<file path="src/rtl/key_pkg.sv">
// key_pkg: shared types and helpers for the 4x4 keypad scanner.
//   key_state_e : scanner FSM states
//   row_count() : last timer value of one row period (the sample point)
//   row_drive() : active-low one-hot row pattern for a row index
//   low_col()   : lowest-index low column of an active-low column pattern
package key_pkg;

  typedef enum logic [1:0] {
    SCAN     = 2'd0,
    DEBOUNCE = 2'd1,
    HELD     = 2'd2,
    RELEASE  = 2'd3
  } key_state_e;

  // One row period lasts CLK_FREQ/(SCAN_FREQ*4) cycles; the timer runs 0..result.
  function automatic logic [31:0] row_count(input int unsigned clk_freq,
                                            input int unsigned scan_freq);
    return 32'(clk_freq / (scan_freq * 4) - 1);
  endfunction

  function automatic logic [3:0] row_drive(input logic [1:0] r);
    return ~(4'b0001 << r);
  endfunction

  // Caller guarantees at least one bit is low; all-high falls through to 3.
  function automatic logic [1:0] low_col(input logic [3:0] pat);
    if (!pat[0])      return 2'd0;
    else if (!pat[1]) return 2'd1;
    else if (!pat[2]) return 2'd2;
    else              return 2'd3;
  endfunction

endpackage

</file>
<file path="src/rtl/sync_2ff.sv">
// sync_2ff: two-flop synchronizer for asynchronous level inputs.
//   clk  : destination clock
//   rstn : synchronous active-low reset, both stages reset to all-ones
//   d_i  : asynchronous input bus
//   q_o  : synchronized output bus (2-cycle latency)
module sync_2ff #(
  parameter int WIDTH = 4
) (
  input  logic             clk,
  input  logic             rstn,
  input  logic [WIDTH-1:0] d_i,
  output logic [WIDTH-1:0] q_o
);

  logic [WIDTH-1:0] meta_q;
  logic [WIDTH-1:0] sync_q;

  always_ff @(posedge clk) begin
    if (!rstn) begin
      meta_q <= '1;
      sync_q <= '1;
    end else begin
      meta_q <= d_i;
      sync_q <= meta_q;
    end
  end

  assign q_o = sync_q;

endmodule

</file>
<file path="src/rtl/key_scan.sv">
// key_scan: 4x4 active-low keypad scanner with press/release debounce.
//   clk       : sole clock, rising edge
//   rstn      : synchronous active-low reset
//   key_col   : column inputs, active-low, asynchronous
//   key_row   : row drive, active-low, at most one row low
//   key_code  : last accepted key, row*4 + col
//   key_valid : one-cycle pulse on an accepted press
//   key_down  : high while the accepted key is held
module key_scan
  import key_pkg::*;
#(
  parameter int unsigned CLK_FREQ    = 50000000,
  parameter int unsigned SCAN_FREQ   = 200,
  parameter int unsigned DEB_SAMPLES = 16
) (
  input  logic       clk,
  input  logic       rstn,
  input  logic [3:0] key_col,
  output logic [3:0] key_row,
  output logic [3:0] key_code,
  output logic       key_valid,
  output logic       key_down
);

  localparam logic [31:0] ROW_COUNT = row_count(CLK_FREQ, SCAN_FREQ);
  localparam int          CNT_W     = $clog2(DEB_SAMPLES + 1);
  localparam logic [CNT_W-1:0] CNT_MAX = CNT_W'(DEB_SAMPLES);

  logic [3:0]       col_s;
  logic [31:0]      timer_q, timer_d;
  logic             sample;
  key_state_e       state_q;
  logic [1:0]       r_q, r_adv;
  logic [CNT_W-1:0] cnt_q, cnt_inc;
  logic [3:0]       pat_q;
  logic [3:0]       key_row_q;
  logic [3:0]       key_code_q;
  logic             key_valid_q;
  logic             key_down_q;

  sync_2ff #(.WIDTH(4)) u_sync (
    .clk  (clk),
    .rstn (rstn),
    .d_i  (key_col),
    .q_o  (col_s)
  );

  always_comb begin
    sample  = (timer_q == ROW_COUNT);
    timer_d = sample ? 32'd0 : timer_q + 32'd1;
    r_adv   = r_q + 2'd1;  // wraps 3 -> 0
    // Saturating increment: the count never wraps past DEB_SAMPLES.
    cnt_inc = (cnt_q == CNT_MAX) ? cnt_q : cnt_q + CNT_W'(1);
  end

  always_ff @(posedge clk) begin
    if (!rstn) begin
      timer_q     <= '0;
      state_q     <= SCAN;
      r_q         <= '0;
      cnt_q       <= '0;
      pat_q       <= 4'hF;
      key_row_q   <= 4'hF;
      key_code_q  <= '0;
      key_valid_q <= 1'b0;
      key_down_q  <= 1'b0;
    end else begin
      timer_q     <= timer_d;
      key_valid_q <= 1'b0;
      // Default keeps driving the current row; this also brings the row
      // drive up on the first cycle out of reset. Row advances below
      // override it so the new row appears right after the sample point.
      key_row_q   <= row_drive(r_q);
      if (sample) begin
        unique case (state_q)
          SCAN: begin
            if (col_s == 4'hF) begin
              r_q       <= r_adv;
              key_row_q <= row_drive(r_adv);
            end else begin
              pat_q   <= col_s;
              cnt_q   <= '0;
              state_q <= DEBOUNCE;
            end
          end
          DEBOUNCE: begin
            if (col_s == pat_q) begin
              cnt_q <= cnt_inc;
              if (cnt_inc == CNT_MAX) begin
                state_q     <= HELD;
                key_code_q  <= {r_q, low_col(pat_q)};
                key_valid_q <= 1'b1;
                key_down_q  <= 1'b1;
              end
            end else begin
              state_q   <= SCAN;
              r_q       <= r_adv;
              key_row_q <= row_drive(r_adv);
            end
          end
          HELD: begin
            // Row stays frozen, so keys on other rows are invisible here.
            if (col_s == 4'hF) begin
              cnt_q   <= '0;
              state_q <= RELEASE;
            end
          end
          RELEASE: begin
            if (col_s == 4'hF) begin
              cnt_q <= cnt_inc;
              if (cnt_inc == CNT_MAX) begin
                state_q    <= SCAN;
                r_q        <= r_adv;
                key_row_q  <= row_drive(r_adv);
                key_down_q <= 1'b0;
              end
            end else begin
              state_q <= HELD;  // release glitch: key still held, no new pulse
            end
          end
          default: state_q <= SCAN;
        endcase
      end
    end
  end

  assign key_row   = key_row_q;
  assign key_code  = key_code_q;
  assign key_valid = key_valid_q;
  assign key_down  = key_down_q;

endmodule

</file>
<file path="config.mk">
export PLATFORM = sky130hd
export DESIGN_NAME = key_scan
export DESIGN_NICKNAME = d
export VERILOG_FILES = /design/src/rtl/key_pkg.sv /design/src/rtl/sync_2ff.sv /design/src/rtl/key_scan.sv
export SDC_FILE = /design/constraint.sdc
export NUM_CORES = 1
export LEC_CHECK = 0
export CORE_MARGIN = 2
export CORE_UTILIZATION = 54
export DETAILED_ROUTE_END_ITERATION = 10
export GPL_ROUTABILITY_DRIVEN = 0
export GPL_TIMING_DRIVEN = 0
export PLACE_DENSITY = 0.73
export SLEW_MARGIN = 10
export SYNTH_ARGS = -nofsm -noshare
export SYNTH_HDL_FRONTEND = slang
export SYNTH_SLANG_ARGS = --single-unit
</file>
<file path="constraint.sdc">
create_clock -name clk -period 3 [get_ports clk]
set_clock_uncertainty 0.1 [all_clocks]
set_input_delay 0.45 -clock clk [delete_from_list [all_inputs] [get_ports clk]]
set_output_delay 0.45 -clock clk [all_outputs]
set_load 0.02 [all_outputs]
</file>
==> After elaboration in Yosys (flattened, before gate mapping) <==
Cells that the tools add are included.
W data, S select, Z words.
{ "word_totals": {"wordCells": 82, "in_bits": 6, "ff_bits": 63} }
{ "op_classes": {"eq_ne": 18, "reduce_logical": 11, "mux": 33, "n_addsub": 3, "n_shift": 2, "bitwise": 4} }
{ "op_table": {"columns": ["op", "count"], "rows": [
  ["$add A32 B1 Y32 const B", 1],
  ["$eq A32 B16 Y1 const B", 1],
  ["$mux W5", 5],
  ["$mux W2", 12],
  ["$mux W4", 5],
  ["$pmux W5 S4", 1],
  ["$ne A2 B2 Y1 const B", 8],
  ["$pmux W4 S3", 1],
  ["$reduce_and A6 Y1", 2],
  ["$eq A5 B5 Y1 const B", 2],
  ["$reduce_and A5 Y1", 2],
  ["$not A4 Y4", 2],
  ["$pmux W2 S4", 1],
  ["$reduce_and A4 Y1", 2],
  ["$shl A1 B2 Y4 const A", 2],
  ["$mux W1", 6],
  ["$ne A3 B3 Y1 const B", 2],
  ["$pmux W2 S3", 1],
  ["$add A5 B1 Y5 const B", 1],
  ["$eq A2 B2 Y1 const B", 2],
  ["$eq A4 B4 Y1", 1],
  ["$eq A4 B4 Y1 const B", 1],
  ["$reduce_and A3 Y1", 1],
  ["$reduce_bool A3 Y1", 1],
  ["7 further kinds", 8]
]} }

==> Depth between registers and ports, before layout <==
{ "depth": {"ltp_word": 7, "ltp_mapped": 8, "depth_no_buf": 8} }

==> Cells and area by module <==
From an unflattened synthesis, not the netlist that was laid out.
{ "unflattened": {"cells_unflattened": 361, "area_unflattened_um2": 3126.7} }
{ "by_module_without_submodules": {"columns": ["mod", "area_per_inst_um2", "instances", "seq_area_each_um2", "cells_per_inst"], "rows": [
  ["key_scan", 2916.5, 1, 1101.1, 345],
  ["sync_2ff", 210.2, 1, 160.2, 16]
]} }

==> Worst setup path after synthesis <==
OpenSTA, ideal clock, no wires.
{ "synth_timing": {"path_kind": "reg2reg", "from": "register timer_q[0]", "to": "register key_row_q[0], in the netlist key_row[0]", "arrival_time_ns": 2.274, "path_stages_with_launch": 9, "n_path_buf": 1, "t_required_ns": 2.779, "synth_period_minus_slack_ns": 2.495, "slack_ns": 0.505, "setup_ns": 0.121, "path_cell_list": "dfxtp_1 ha_1 and4bb_2 nand4_1 or2_1 buf_6 or4_4 o21ai_4 mux2_4"} }
{ "synth_between": {"elab_chain_len": 2} }
{ "synth_lines": {"columns": ["element", "line_no", "text"], "rows": [
  ["from (decl)", "key_scan.sv:30", "logic [31:0] timer_q, timer_d;"],
  ["from (signal assigned)", "key_scan.sv:68", "timer_q <= timer_d;"],
  ["$eq A32 B16 Y1", "key_scan.sv:49", "sample = (timer_q == ROW_COUNT);"],
  ["$mux W4", "key_scan.sv:74", "if (sample) begin"],
  ["to (signal assigned)", "key_scan.sv:73", "key_row_q <= row_drive(r_q);"],
  ["to (signal assigned)", "key_scan.sv:79", "key_row_q <= row_drive(r_adv);"],
  ["to (signal assigned)", "key_scan.sv:98", "key_row_q <= row_drive(r_adv);"],
  ["to (decl)", "key_scan.sv:36", "logic [3:0] key_row_q;"]
]} }
Every way passes these cells.
A chain may end at the register's enable or synchronous reset.

==> Worst setup path after layout <==
{ "layout_timing": {"from": "register cnt_q[0]", "to": "register key_row_q[2], in the netlist key_row[2]"} }
{ "layout_between": {"elab_chain_len": 7, "elab_cells_between_ends": 8} }
{ "layout_lines": {"columns": ["element", "line_no", "text"], "rows": [
  ["from (decl)", "key_scan.sv:34", "logic [CNT_W-1:0] cnt_q, cnt_inc;"],
  ["from (signal assigned)", "key_scan.sv:88", "cnt_q <= cnt_inc;"],
  ["from (signal assigned)", "key_scan.sv:110", "cnt_q <= cnt_inc;"],
  ["$add A5 B1 Y5 / $eq A5 B5 Y1 (equally long branches)", "key_scan.sv:53", "cnt_inc = (cnt_q == CNT_MAX) ? cnt_q : cnt_q + CNT_W'(1);"],
  ["$mux W5 *", "key_scan.sv:53", null],
  ["$eq A5 B5 Y1 *", "key_scan.sv:111", "if (cnt_inc == CNT_MAX) begin"],
  ["$mux W4 *", "key_scan.sv:111", null],
  ["$mux W4 *", "key_scan.sv:109", "if (col_s == 4'hF) begin"],
  ["$pmux W4 S3 *", "key_scan.sv:75", "unique case (state_q)"],
  ["$mux W4 *", "key_scan.sv:74", null],
  ["to (signal assigned)", "key_scan.sv:73", null],
  ["to (signal assigned)", "key_scan.sv:79", null],
  ["to (signal assigned)", "key_scan.sv:114", "key_row_q <= row_drive(r_adv);"]
]} }
Every way passes the cells marked *; elsewhere a longest branch is shown, timed or not.

==> out/metrics.cfg <==
[setup_path]
crit_required_ns = 3.13
crit_family = simple AND/OR/NAND/NOR gates
end_kind = flop
crit_slowest_cell = or4_4
critPathKind = reg -> reg
slowest_delay_ns = 0.57
critPathLaunch = cnt_q[0]
crit_buf_inv = 1
r2r_start = cnt_q[0]
start_kind = flop
cp_max_fo = 6
arrival_ns = 2.81
crit_chain = inv_1 > ha_1 > nor4bb_1 > mux2i_1 > o21ai_0 > or4_4 > o21ai_4 > mux2_4

[clocking]
cts_tree = built
cts_buffer_depth = 2
cts_hold_buffers = 0
cts_sinks = 63
postCtsSetupRepairBufs = 0
cts_root_buffer = clkbuf_8
h-tree-depth = 3
cts.repair.resized = 0
clk_pin_slew_ns = 0.06
numCtsBuffers = 9
clk_latency_ns = 0.34

[cells_and_area]
area_growth_pct = 13.04
finish.utilization = 0.6220
final_area_um2 = 3362
num-nets-final = 360
drive_gt1_frac = 0.07692
antenna_cells = 0

[power]
power.leakage_nw = 1.185
irDropWorstVdd_mv = 0.2987
power.density_nw_per_um2 = 451.6

[placement]
port_buffers = 14
hpwl_um = 3790
dpl_cell_area_um2 = 3204

[timing]
max_slew_margin = 0.5061
period_minus_slack_ns = 2.684
worst_slew_pin_slew_ns = 0.7390
max_freq_mhz = 372.5
slew_violations = 0
tns_ns = 0
setup_viol = 0
grt_setup_unrepaired = false
finalCritPeriodShare = 0.8948
finalHoldViolCount = 0

[global_routing]
grt_max_degree = 11
grt_pass1_vias = 2116
antenna_found_initial = 0
grt_usage = 0.1951
grt_pass1_wl_um = 9528
grt_overflow = 0

[drt]
drt_iter0_drc = 131
post-route-drc-count = 0
post_drt_wl_per_cell_um = 12.65
viasPerCell = 5.324
routed_wl_um = 5349
first_pass_iters = 4
ant_nets = 0
vias = 2252

[floorplan]
dieHeight_um = 78.22
start_util = 0.5502
pin_count = 16
die_x_um = 78.22
rows = 27
core_area_um2 = 5405
dieArea_um2 = 6118

[yosys]
ys_seq_elements = 63
synth_area_leaders = dfxtp_1 42%, xor2_1 7.1%, nor2_1 5.2%
seq_area_frac_synth = 0.4241
yosys.area.top_type = dfxtp_1
syn_inst = 322
synth_edf_count = 0
synth_top_area_share = 0.4241
dominantRegCellSynth = dfxtp_1
synth_nets = 335
async_flop_share = 0
syn_area_um2 = 2974
synth.distinct_cells = 44
synth.avg_cell_area_um2 = 9.236
yosys_warnings = 0

[worst_hold_path]
hp-class = reg -> reg
hold_start = u_sync.meta_q[3]

[run_status]
status = complete, no violations

[flow_run]
drv_cap = 0

final cells by class:
class | count | area (um^2)
Buffer | 9 | 41.29
Clock buffer | 14 | 152.6
Clock inverter | 1 | 5.005
Fill cell | 478 | 2043
Inverter | 7 | 26.28
Multi-Input combinational cell | 243 | 1645
Sequential cell | 63 | 1261
Tap cell | 72 | 90.09
Timing Repair Buffer | 14 | 140.1
flip-flops by register name, indices dropped and copies added (netlist names):
name           flops
pat_q              4
key_valid          1
key_code           4
u_sync.meta_q      4
key_row            4
cnt_q              5
r_q                2
u_sync.q_o         4
timer_q           32
key_down           1
state_q            2
cells by family (layout without fill, tap and decap cells):
family	count (synthesis)	after routing	share of synthesized area
simple gates	165	165	0.3105
flops	63	63	0.4241
xor+xnor	35	35	0.1031
compound gates	23	23	0.05974
buf+inv	16	45	0.02272
mux	13	13	0.05049
fa+ha+maj	7	7	0.02945
layout by cell type (no fill, tap or decap), types with 2 or more instances in the layout:
master / instances
nand4_1: 13
dfxtp_1: 63
a21boi_0: 5
nor4_2: 3
o21ai_0: 2
nand4b_1: 2
nor3_1: 10
and4_1: 6
nand2_1: 37
mux2i_1: 9
nor2b_1: 2
nand3_1: 15
ha_1: 7
clkbuf_1: 12
o2111ai_1: 4
o21a_1: 3
nor3b_1: 2
nand2b_1: 12
clkbuf_8: 10
clkdlybuf4s50_1: 14
xnor2_1: 11
and3b_1: 2
nor2_1: 41
and3_1: 7
mux2_4: 4
nor4_4: 2
inv_1: 7
xor2_1: 24
a31oi_1: 3
and2_1: 2
synthesized netlist by cell type, types with 2 or more instances:
| cell | count |
|---|---|
| a21boi_0 | 5 |
| a31oi_1 | 3 |
| and2_1 | 2 |
| and3_1 | 7 |
| and3b_1 | 2 |
| and4_1 | 6 |
| clkbuf_1 | 8 |
| dfxtp_1 | 63 |
| ha_1 | 7 |
| inv_1 | 7 |
| mux2_4 | 4 |
| mux2i_1 | 9 |
| nand2_1 | 37 |
| nand2b_1 | 12 |
| nand3_1 | 15 |
| nand4_1 | 13 |
| nand4b_1 | 2 |
| nor2_1 | 41 |
| nor2b_1 | 2 |
| nor3_1 | 10 |
| nor3b_1 | 2 |
| nor4_2 | 3 |
| nor4_4 | 2 |
| o2111ai_1 | 4 |
| o21a_1 | 3 |
| o21ai_0 | 2 |
| xnor2_1 | 11 |
| xor2_1 | 24 |
metrics by stage:
| step | cells | setup slack (ns) | power (mW) | hold slack, ns |
|---|---|---|---|---|
| after global routing | 423 | 0.02822 | 1.571 | 0.3155 |
| after global placement | 408 | 0.3608 | 0.9218 | 0.2877 |
| final | 423 | 0.3155 | 1.518 | 0.3032 |
| after CTS | 423 | 0.2610 | 1.530 | 0.3059 |
| after floorplan | 322 | 0.5047 | 0.9049 | 0.2863 |
| after detailed placement | 408 | 0.2788 | 0.9222 | 0.2918 |
path summary, 6_finish.rpt:
| check | depth (start not counted) | endpoint | slack (ns) |
|---|---|---|---|
| max reg2reg | 8 | key_row[2] | 0.32 |
| max | 8 | key_row[2] | 0.32 |
| min | 1 | u_sync.q_o[3] | 0.30 |
| min reg2reg | 1 | u_sync.q_o[3] | 0.30 |
worst register-to-register path: stages, from the launching register on:
cell and delay (ns):
dfxtp_1 0.36, inv_1 0.10, ha_1 0.16, nor4bb_1 0.41
mux2i_1 0.23, o21ai_0 0.19, or4_4 0.57, o21ai_4 0.14
mux2_4 0.33
layer usage:
| metal | GRT usage | vias to the layer above | wire, um |
|---|---|---|---|
| met3 | 0.03448 | 10 | 136 |
| met4 | 0.08947 | 0 | 85 |
| met1 | 0.2699 | 1044 | 2803 |
| met2 | 0.2974 | 25 | 2323 |
| met5 | 0 | - | 0 |
| li1 | - | 1173 | - |
where the power goes:
group,switching (mW),internal [mW]
logic,0.0298,0.0217
registers,0.00621,0.846
clock network,0.297,0.318
total,0.333,1.19
No activity file was read; power rests on OpenSTA's default activity.
